`src/rtl/square_pulse_sequencer.sv`:
```
// square_pulse_sequencer: front-end controller for square_puls_generator.
// Generates the phase ramp, the per-sample strobe and a period-stable threshold,
// and sequences runs of a programmed number of periods.
// Optional build macro SQUARE_SEQ_AUTO_RELOAD_EN: accept a config word during RUN
// and apply it at the next period wrap.
module square_pulse_sequencer #(
    parameter int N_FRAC  = 7,
    parameter int DIV_W   = 16,
    parameter int BURST_W = 8
) (
    input  logic                clk_i,
    input  logic                rst_i,
    input  logic                cfg_valid_i,
    output logic                cfg_ready_o,
    input  logic [N_FRAC:0]     cfg_threshold_i,
    input  logic [N_FRAC:0]     cfg_step_i,
    input  logic [DIV_W-1:0]    cfg_divider_i,
    input  logic [BURST_W-1:0]  cfg_bursts_i,
    input  logic                start_i,
    input  logic                stop_i,
    output logic [N_FRAC:0]     counter_value_o,
    output logic [N_FRAC:0]     threshold_o,
    output logic                next_counter_value_strobe_o,
    output logic                busy_o,
    output logic                done_o
);
    localparam int W = N_FRAC + 1;

    typedef enum logic [1:0] {IDLE, RUN, DONE} state_t;

    state_t             state_q, state_d;
    logic [W-1:0]       thr_q, thr_d, step_q, step_d, p_q, p_d;
    logic [DIV_W-1:0]   div_q, div_d, div_cnt_q, div_cnt_d;
    logic [BURST_W-1:0] bursts_q, bursts_d, rem_q, rem_d;
    logic               strobe_q, strobe_d;

    logic               accept, sample, wrap, to_idle;
    logic [W-1:0]       step_eff;
    logic [W:0]         sum_w;

`ifdef SQUARE_SEQ_AUTO_RELOAD_EN
    logic               pend_vld_q, pend_vld_d;
    logic [W-1:0]       pend_thr_q, pend_thr_d, pend_step_q, pend_step_d;
    logic [DIV_W-1:0]   pend_div_q, pend_div_d;
    logic [BURST_W-1:0] pend_bursts_q, pend_bursts_d;

    assign cfg_ready_o = (state_q == IDLE) || ((state_q == RUN) && !pend_vld_q);
`else
    assign cfg_ready_o = (state_q == IDLE);
`endif

    assign accept   = cfg_valid_i && cfg_ready_o;
    // A zero step would stall the ramp forever; treat it as the smallest step.
    assign step_eff = (step_q == '0) ? W'(1) : step_q;
    assign sum_w    = {1'b0, p_q} + {1'b0, step_eff};
    assign sample   = (div_cnt_q == div_q);

    // Next-state, phase/divider/burst bookkeeping and config capture.
    always_comb begin
        state_d   = state_q;
        thr_d     = thr_q;
        step_d    = step_q;
        div_d     = div_q;
        bursts_d  = bursts_q;
        p_d       = p_q;
        div_cnt_d = div_cnt_q;
        rem_d     = rem_q;
        strobe_d  = 1'b0;
        wrap      = 1'b0;
        to_idle   = 1'b0;
`ifdef SQUARE_SEQ_AUTO_RELOAD_EN
        pend_vld_d    = pend_vld_q;
        pend_thr_d    = pend_thr_q;
        pend_step_d   = pend_step_q;
        pend_div_d    = pend_div_q;
        pend_bursts_d = pend_bursts_q;
        if (accept && state_q == RUN) begin
            pend_vld_d    = 1'b1;
            pend_thr_d    = cfg_threshold_i;
            pend_step_d   = cfg_step_i;
            pend_div_d    = cfg_divider_i;
            pend_bursts_d = cfg_bursts_i;
        end else if (accept) begin
`else
        if (accept) begin
`endif
            thr_d    = cfg_threshold_i;
            step_d   = cfg_step_i;
            div_d    = cfg_divider_i;
            bursts_d = cfg_bursts_i;
        end

        case (state_q)
            IDLE: begin
                // Stop has priority over start; a word accepted now feeds this run.
                if (start_i && !stop_i) begin
                    state_d   = RUN;
                    strobe_d  = 1'b1;
                    p_d       = '0;
                    div_cnt_d = '0;
                    rem_d     = accept ? cfg_bursts_i : bursts_q;
                end
            end
            RUN: begin
                if (stop_i) begin
                    state_d   = IDLE;
                    to_idle   = 1'b1;
                    p_d       = '0;
                    div_cnt_d = '0;
                end else if (sample) begin
                    div_cnt_d = '0;
                    wrap      = sum_w[W];
                    if (sum_w[W] && rem_q == BURST_W'(1)) begin
                        // Last period finished: swallow this sample point.
                        state_d = DONE;
                        p_d     = '0;
                    end else begin
                        if (sum_w[W] && rem_q != '0) rem_d = rem_q - BURST_W'(1);
                        p_d      = sum_w[W-1:0];
                        strobe_d = 1'b1;
                    end
                end else begin
                    div_cnt_d = div_cnt_q + DIV_W'(1);
                end
            end
            DONE: begin
                state_d = IDLE;
                to_idle = 1'b1;
            end
            default: state_d = IDLE;
        endcase

`ifdef SQUARE_SEQ_AUTO_RELOAD_EN
        // Pending word lands on a period boundary so the threshold is period-stable.
        if (pend_vld_q && (wrap || to_idle)) begin
            pend_vld_d = 1'b0;
            thr_d      = pend_thr_q;
            step_d     = pend_step_q;
            div_d      = pend_div_q;
            bursts_d   = pend_bursts_q;
        end
`endif
    end

    // State and datapath registers.
    always_ff @(posedge clk_i or negedge rst_i) begin
        if (!rst_i) begin
            state_q   <= IDLE;
            thr_q     <= '0;
            step_q    <= '0;
            div_q     <= '0;
            bursts_q  <= '0;
            p_q       <= '0;
            div_cnt_q <= '0;
            rem_q     <= '0;
            strobe_q  <= 1'b0;
        end else begin
            state_q   <= state_d;
            thr_q     <= thr_d;
            step_q    <= step_d;
            div_q     <= div_d;
            bursts_q  <= bursts_d;
            p_q       <= p_d;
            div_cnt_q <= div_cnt_d;
            rem_q     <= rem_d;
            strobe_q  <= strobe_d;
        end
    end

`ifdef SQUARE_SEQ_AUTO_RELOAD_EN
    // Pending reload registers.
    always_ff @(posedge clk_i or negedge rst_i) begin
        if (!rst_i) begin
            pend_vld_q    <= 1'b0;
            pend_thr_q    <= '0;
            pend_step_q   <= '0;
            pend_div_q    <= '0;
            pend_bursts_q <= '0;
        end else begin
            pend_vld_q    <= pend_vld_d;
            pend_thr_q    <= pend_thr_d;
            pend_step_q   <= pend_step_d;
            pend_div_q    <= pend_div_d;
            pend_bursts_q <= pend_bursts_d;
        end
    end
`endif

    // Offset-binary phase to two's complement: flip the MSB.
    assign counter_value_o             = {~p_q[W-1], p_q[W-2:0]};
    assign threshold_o                 = thr_q;
    assign next_counter_value_strobe_o = strobe_q;
    assign busy_o                      = (state_q == RUN);
    assign done_o                      = (state_q == DONE);

endmodule

```
`config.mk`:
```
export PLATFORM = sky130hd
export DESIGN_NAME = square_pulse_sequencer
export DESIGN_NICKNAME = d
export VERILOG_FILES = /design/src/rtl/square_pulse_sequencer.sv
export SDC_FILE = /design/constraint.sdc
export NUM_CORES = 1
export LEC_CHECK = 0
export ABC_AREA = 0
export CELL_PAD_IN_SITES_DETAIL_PLACEMENT = 2
export CELL_PAD_IN_SITES_GLOBAL_PLACEMENT = 2
export CORE_MARGIN = 2
export CORE_UTILIZATION = 38
export CTS_BUF_LIST = sky130_fd_sc_hd__clkbuf_8
export CTS_CLUSTER_DIAMETER = 120
export DETAILED_ROUTE_END_ITERATION = 10
export PLACE_DENSITY_LB_ADDON = 0.08
export SLEW_MARGIN = 20
export SYNTH_ARGS = -nofsm -noshare
export SYNTH_HDL_FRONTEND = slang
export SYNTH_SLANG_ARGS = --single-unit
```
`constraint.sdc`:
```
create_clock -name clk_i -period 5.45 [get_ports clk_i]
set_input_delay 0.8175 -clock clk_i [delete_from_list [all_inputs] [get_ports clk_i]]
set_output_delay 0.8175 -clock clk_i [all_outputs]
set_load 0.05 [all_outputs]
```
# [Word-level counts from Yosys, hierarchy flattened]
# Index checks and enable logic that the tools add are counted.
[classes] n_addsub=3 eq_ne=11 mux=27 n_bitwise=1 n_reduce_logical=13
[ops] cell="$mux W8" count=11
[ops] cell="$mux W16" count=3
[ops] cell="$pmux W16 S2" count=1
[ops] cell="$pmux W8 S2" count=2
[ops] cell="$add A16 B1 Y16 const B" count=1
[ops] cell="$eq A16 B16 Y1" count=1
[ops] cell="$add A8 B8 Y9" count=1
[ops] cell="$eq A8 B1 Y1 const B" count=1
[ops] cell="$logic_not A8 Y1" count=1
[ops] cell="$mux W2" count=4
[ops] cell="$reduce_bool A8 Y1" count=1
[ops] cell="$sub A8 B1 Y8 const B" count=1
[ops] cell="$ne A2 B1 Y1 const B" count=3
[ops] cell="$ne A3 B2 Y1 const B" count=2
[ops] cell="$reduce_and A3 Y1" count=2
[ops] cell="$reduce_and A6 Y1" count=1
[ops] cell="$logic_and A1 B1 Y1" count=4
[ops] cell="$mux W1" count=4
[ops] cell="$ne A2 B2 Y1 const B" count=2
[ops] cell="$pmux W2 S2" count=1
[ops] cell="$eq A2 B1 Y1 const B" count=1
[ops] cell="$eq A2 B2 Y1 const B" count=1
[ops] cell="$logic_not A2 Y1" count=1
[ops] cell="$pmux W1 S2" count=1
[ops] cell="other kinds (4)" count=4
[totals] ff_bits=75 in_bits=45 elab_cells=64

# [Logic depth before layout (Yosys ltp)]
[logic_depth] ltp_word=9 depth_mapped=11 ltp_nobuf=10

# [Least setup slack after synthesis]
# Ideal clock, no wire load.
[synth_timing] path_kind="register to register" start="reg step_q[1]" end="reg rem_q[5]" setup_ps=77 arrival_ps=2452 required_time_ps=5373 setup_slack_ps=2920 stages_incl_launch_ff=12 path_buffers=1 period_less_slack_ps=2530 cell_sequence="dfrtp_1 > nor3_1 > a21o_1 > ha_1 > fa_1 > a21o_1 > o21ai_0 > a31oi_1 > and3_1 > buf_4 > a221o_1 > a21oi_1"
[synth_via] elab_chain_cells=6 elab_cells_between_ends=8 classes_between="add/sub (1); eq/ne (2); mux (1); reduce/logical (4)"
[synth_rtl] element="start: declaration" line="32" text="logic [W-1:0] thr_q, thr_d, step_q, step_d, p_q, p_d;"
[synth_rtl] element="start signal: assignment" line="160" text="step_q <= step_d;"
[synth_rtl] element="$logic_not A8 Y1" line="54" text="assign step_eff = (step_q == '0) ? W'(1) : step_q;"
[synth_rtl] element="$mux W8 (*)" line="54"
[synth_rtl] element="$add A8 B8 Y9 (*)" line="55" text="assign sum_w = {1'b0, p_q} + {1'b0, step_eff};"
[synth_rtl] element="$logic_and A1 B1 Y1, on equally long branches" line="118, 113"
[synth_rtl] element="$ne A2 B1 Y1 (no line) / $ne A2 B2 Y1 (equally long branches)"
[synth_rtl] element="$reduce_and A6 Y1 (no line) (*)"
[synth_rtl] element="end signal: assignment" line="165" text="rem_q <= rem_d;"
[synth_rtl] element="end: declaration" line="34" text="logic [BURST_W-1:0] bursts_q, bursts_d, rem_q, rem_d;"
# Every way passes the cells marked *; elsewhere a longest branch is shown, timed or not.
# A chain may end at the register's enable or synchronous reset.

# [Worst setup path after layout]
[layout_timing] start="reg step_q[4]" end="reg rem_q[2]"
# The elaborated chain is that of the path after synthesis.

==> reports/results.ini <==
[status]
outcome = finished clean

[routing]
drtPass1Iterations = 4
vias = 2899
finalWirelength_mm = 10.2
viasPerCell = 5.28
wl_per_cell_um = 18.7
drc = 0
wl_met2_mm = 4.97
highest_layer = met4
drt-met1-wl_mm = 4.87
drtIter0Drc = 105
routed-wl-met3_um = 285
drtAntennaViolNets = 0

[logic_synthesis]
synth.top_cell.area_share = 0.482
syn_area_um2 = 3890
synth_edf_count = 0
synth_seq_area_share = 0.482
yosysWarningCount = 0
synthArstFlopShare = 1.00
yosysUniqueCellTypes = 51
yosys.area_share.simple = 0.149
synth_mux_area_frac = 0.118
synthAdderAreaFrac = 0.0405
synthFlopType = dfrtp_1
synth_top_family_by_area = simple AND/OR/NAND/NOR gates
synth_nets = 418
synth_compound_area_frac = 0.0868
syn_avg_cell_area_um2 = 10.8
synth-xor-area-share = 0.0762
synth_common_cells = dfrtp_1, mux2_2, nor2_1, xnor2_1, nand2_1
yosysTopAreaCell = dfrtp_1
synthCells = 361
synth_seq_cells = 75
ys_top_cells_by_area = dfrtp_1, mux2_2, xnor2_1, nor2_1, ha_1
synth_most_common_cell = dfrtp_1

[clock_network]
clock-sinks = 75
cts_hold_buf = 0
cts_made_buffers = 9
clock_latency_ns = 0.35
root_buffer = clkbuf_8
postCtsSetupRepairBufs = 0
clk_pin_slew_ns = 0.08
cts.path.max_buffers = 2
cts_max_level = 3
cts.repair.resized = 0
cts_tree = built

[floorplanning]
die_area_um2 = 11100
ios = 65
die_x_um = 105
row_count = 36
die_h_um = 105
coreArea_um2 = 9860
start_util = 0.394

[global_route]
grt_pass1_wl_mm = 17.5
antenna_found_initial = 0
grt_max_degree = 76
grt_overflow = 0
grt.total_usage = 0.201
grt_pass1_vias = 3251

[place]
place_inst = 534
gp_congestion = 0.781
dp_hpwl_mm = 7.67
port_buffers = 64

[worst_setup_path]
startpoint_type = register
rrSetupSlack_ns = 2.37
critical_path.endpoint_type = register
r2r_end = rem_q[2]$_DFFE_PN0P_
crit_type = register to register
reg2reg_from = step_q[4]$_DFFE_PN0P_
critPathArrivalTime_ns = 3.34
worstRegToRegCells = 10
crit_required_ns = 5.71
cp_max_fo = 7

[run]
cap_violations = 0

[sta]
tightest_slew_ns = 0.982
maxSlewViolCount = 0
slew-limit-headroom = 0.345
min_period_over_period = 0.565
rsz0062_at_grt = false
setup_viol = 0
fmax_mhz = 325
final-hold-violation-count = 0
holdWs_ns = 0.507
finClkSkew_ns = 0.0102
min_period_ns = 3.08
setup_tns_ns = 0

[pwr]
power_leakage_nw = 1.93
p_per_area_nw_per_um2 = 552
p_total_mw = 2.62
vdd_drop_max_v = 0.000398

[worst_hold_path]
hold_end = bursts_q[0]$_DFF_PN0_
hold_depth = 1
min-delay-start = bursts_q[0]$_DFF_PN0_
hold_class = register to register

[layout]
diodes = 0
fin_util = 0.481
drive_gt1_frac = 0.161
final_nets = 469
instances_no_fill = 549
syn_to_final_growth_pct = 22.0

==> stage by stage <==
stage / cell area (um2) / worst slack, ns
2_1_floorplan: 3890 / 2.92
3_3_place_gp: 4560 / 2.56
3_5_place_dp: 4560 / 2.42
4_1_cts: 4740 / 2.36
5_1_grt: 4750 / 2.16
6_report: 4750 / 2.37
==> flip-flops by register name (all words and copies together), names as in the netlist <==
name and cells:
bursts_q 8, div_cnt_q 16, div_q 16, next_counter_value_strobe_o 1, p_q 8, rem_q 8, state_q 2, step_q 8
threshold_o 8
==> logic make-up (layout without fill, tap and decap cells) <==
kind of cell,count (synthesis),count (layout)
buf+inv,35,90
compound gates,48,48
flops,75,75
simple gates,117,117
mux,41,41
xor+xnor,33,33
fa+ha+maj,12,12
==> layout by cell type, fill, tap and decap left out, types with 3 or more instances in the layout <==
cell	instances
a21oi_1	8
clkdlybuf4s50_1	63
clkbuf_8	12
mux2_2	40
nand4_1	9
clkinvlp_4	3
nand3_1	8
dfrtp_1	75
and3_1	3
ha_1	11
nand2b_1	3
xor2_1	5
o21ai_0	7
o31ai_1	8
inv_1	10
and2_1	3
nor2_1	38
nor3_1	11
or2_2	3
nand2_1	25
xnor2_1	27
a211oi_1	3
nor4_1	4
==> worst max-delay path, cell delays in order (launching register included) <==
cell and delay, ns:
dfrtp_1 0.40, nor4_1 0.42, a21o_1 0.18, ha_1 0.18, fa_1 0.22, a21o_1 0.15, o21ai_0 0.11, a31oi_1 0.48
and3_1 0.42, a211oi_1 0.14, a311oi_2 0.28
==> worst max path at each step <==
stage	from	end	slack, ns	cells past startpoint
3_5_place_dp	step_q[4]$_DFFE_PN0P_	rem_q[2]$_DFFE_PN0P_	2.42	10
3_3_place_gp	cfg_valid_i	rem_q[5]$_DFFE_PN0P_	2.56	6
6_report	step_q[4]$_DFFE_PN0P_	rem_q[2]$_DFFE_PN0P_	2.37	10
4_1_cts	step_q[4]$_DFFE_PN0P_	rem_q[2]$_DFFE_PN0P_	2.36	10
5_1_grt	step_q[4]$_DFFE_PN0P_	rem_q[2]$_DFFE_PN0P_	2.16	10
2_1_floorplan	step_q[1]$_DFFE_PN0P_	rem_q[5]$_DFFE_PN0P_	2.92	11
==> report_power, final <==
part           switching [mW]  internal, mW  total (mW)
registers               0.187         0.773       0.960
logic                   0.722         0.530        1.25
clock network           0.207         0.200       0.407
==> routing by layer <==
metal / global-route usage / up-vias
li1: - / 1357
met1: 0.273 / 1483
met2: 0.328 / 51
met3: 0.0399 / 8
met4: 0.0543 / 0
met5: 0 / -
==> area by class of cell <==
class                      instances  area, um2
fill                             996       5120
sequential                        75       1880
multi-input combinational        251       1840
timing repair buffer              64        638
tap                              133        166
clock buffer                      12        165
inverter                          11       41.3
clock inverter                     3       22.5
Power figures use the tool's default switching activity.
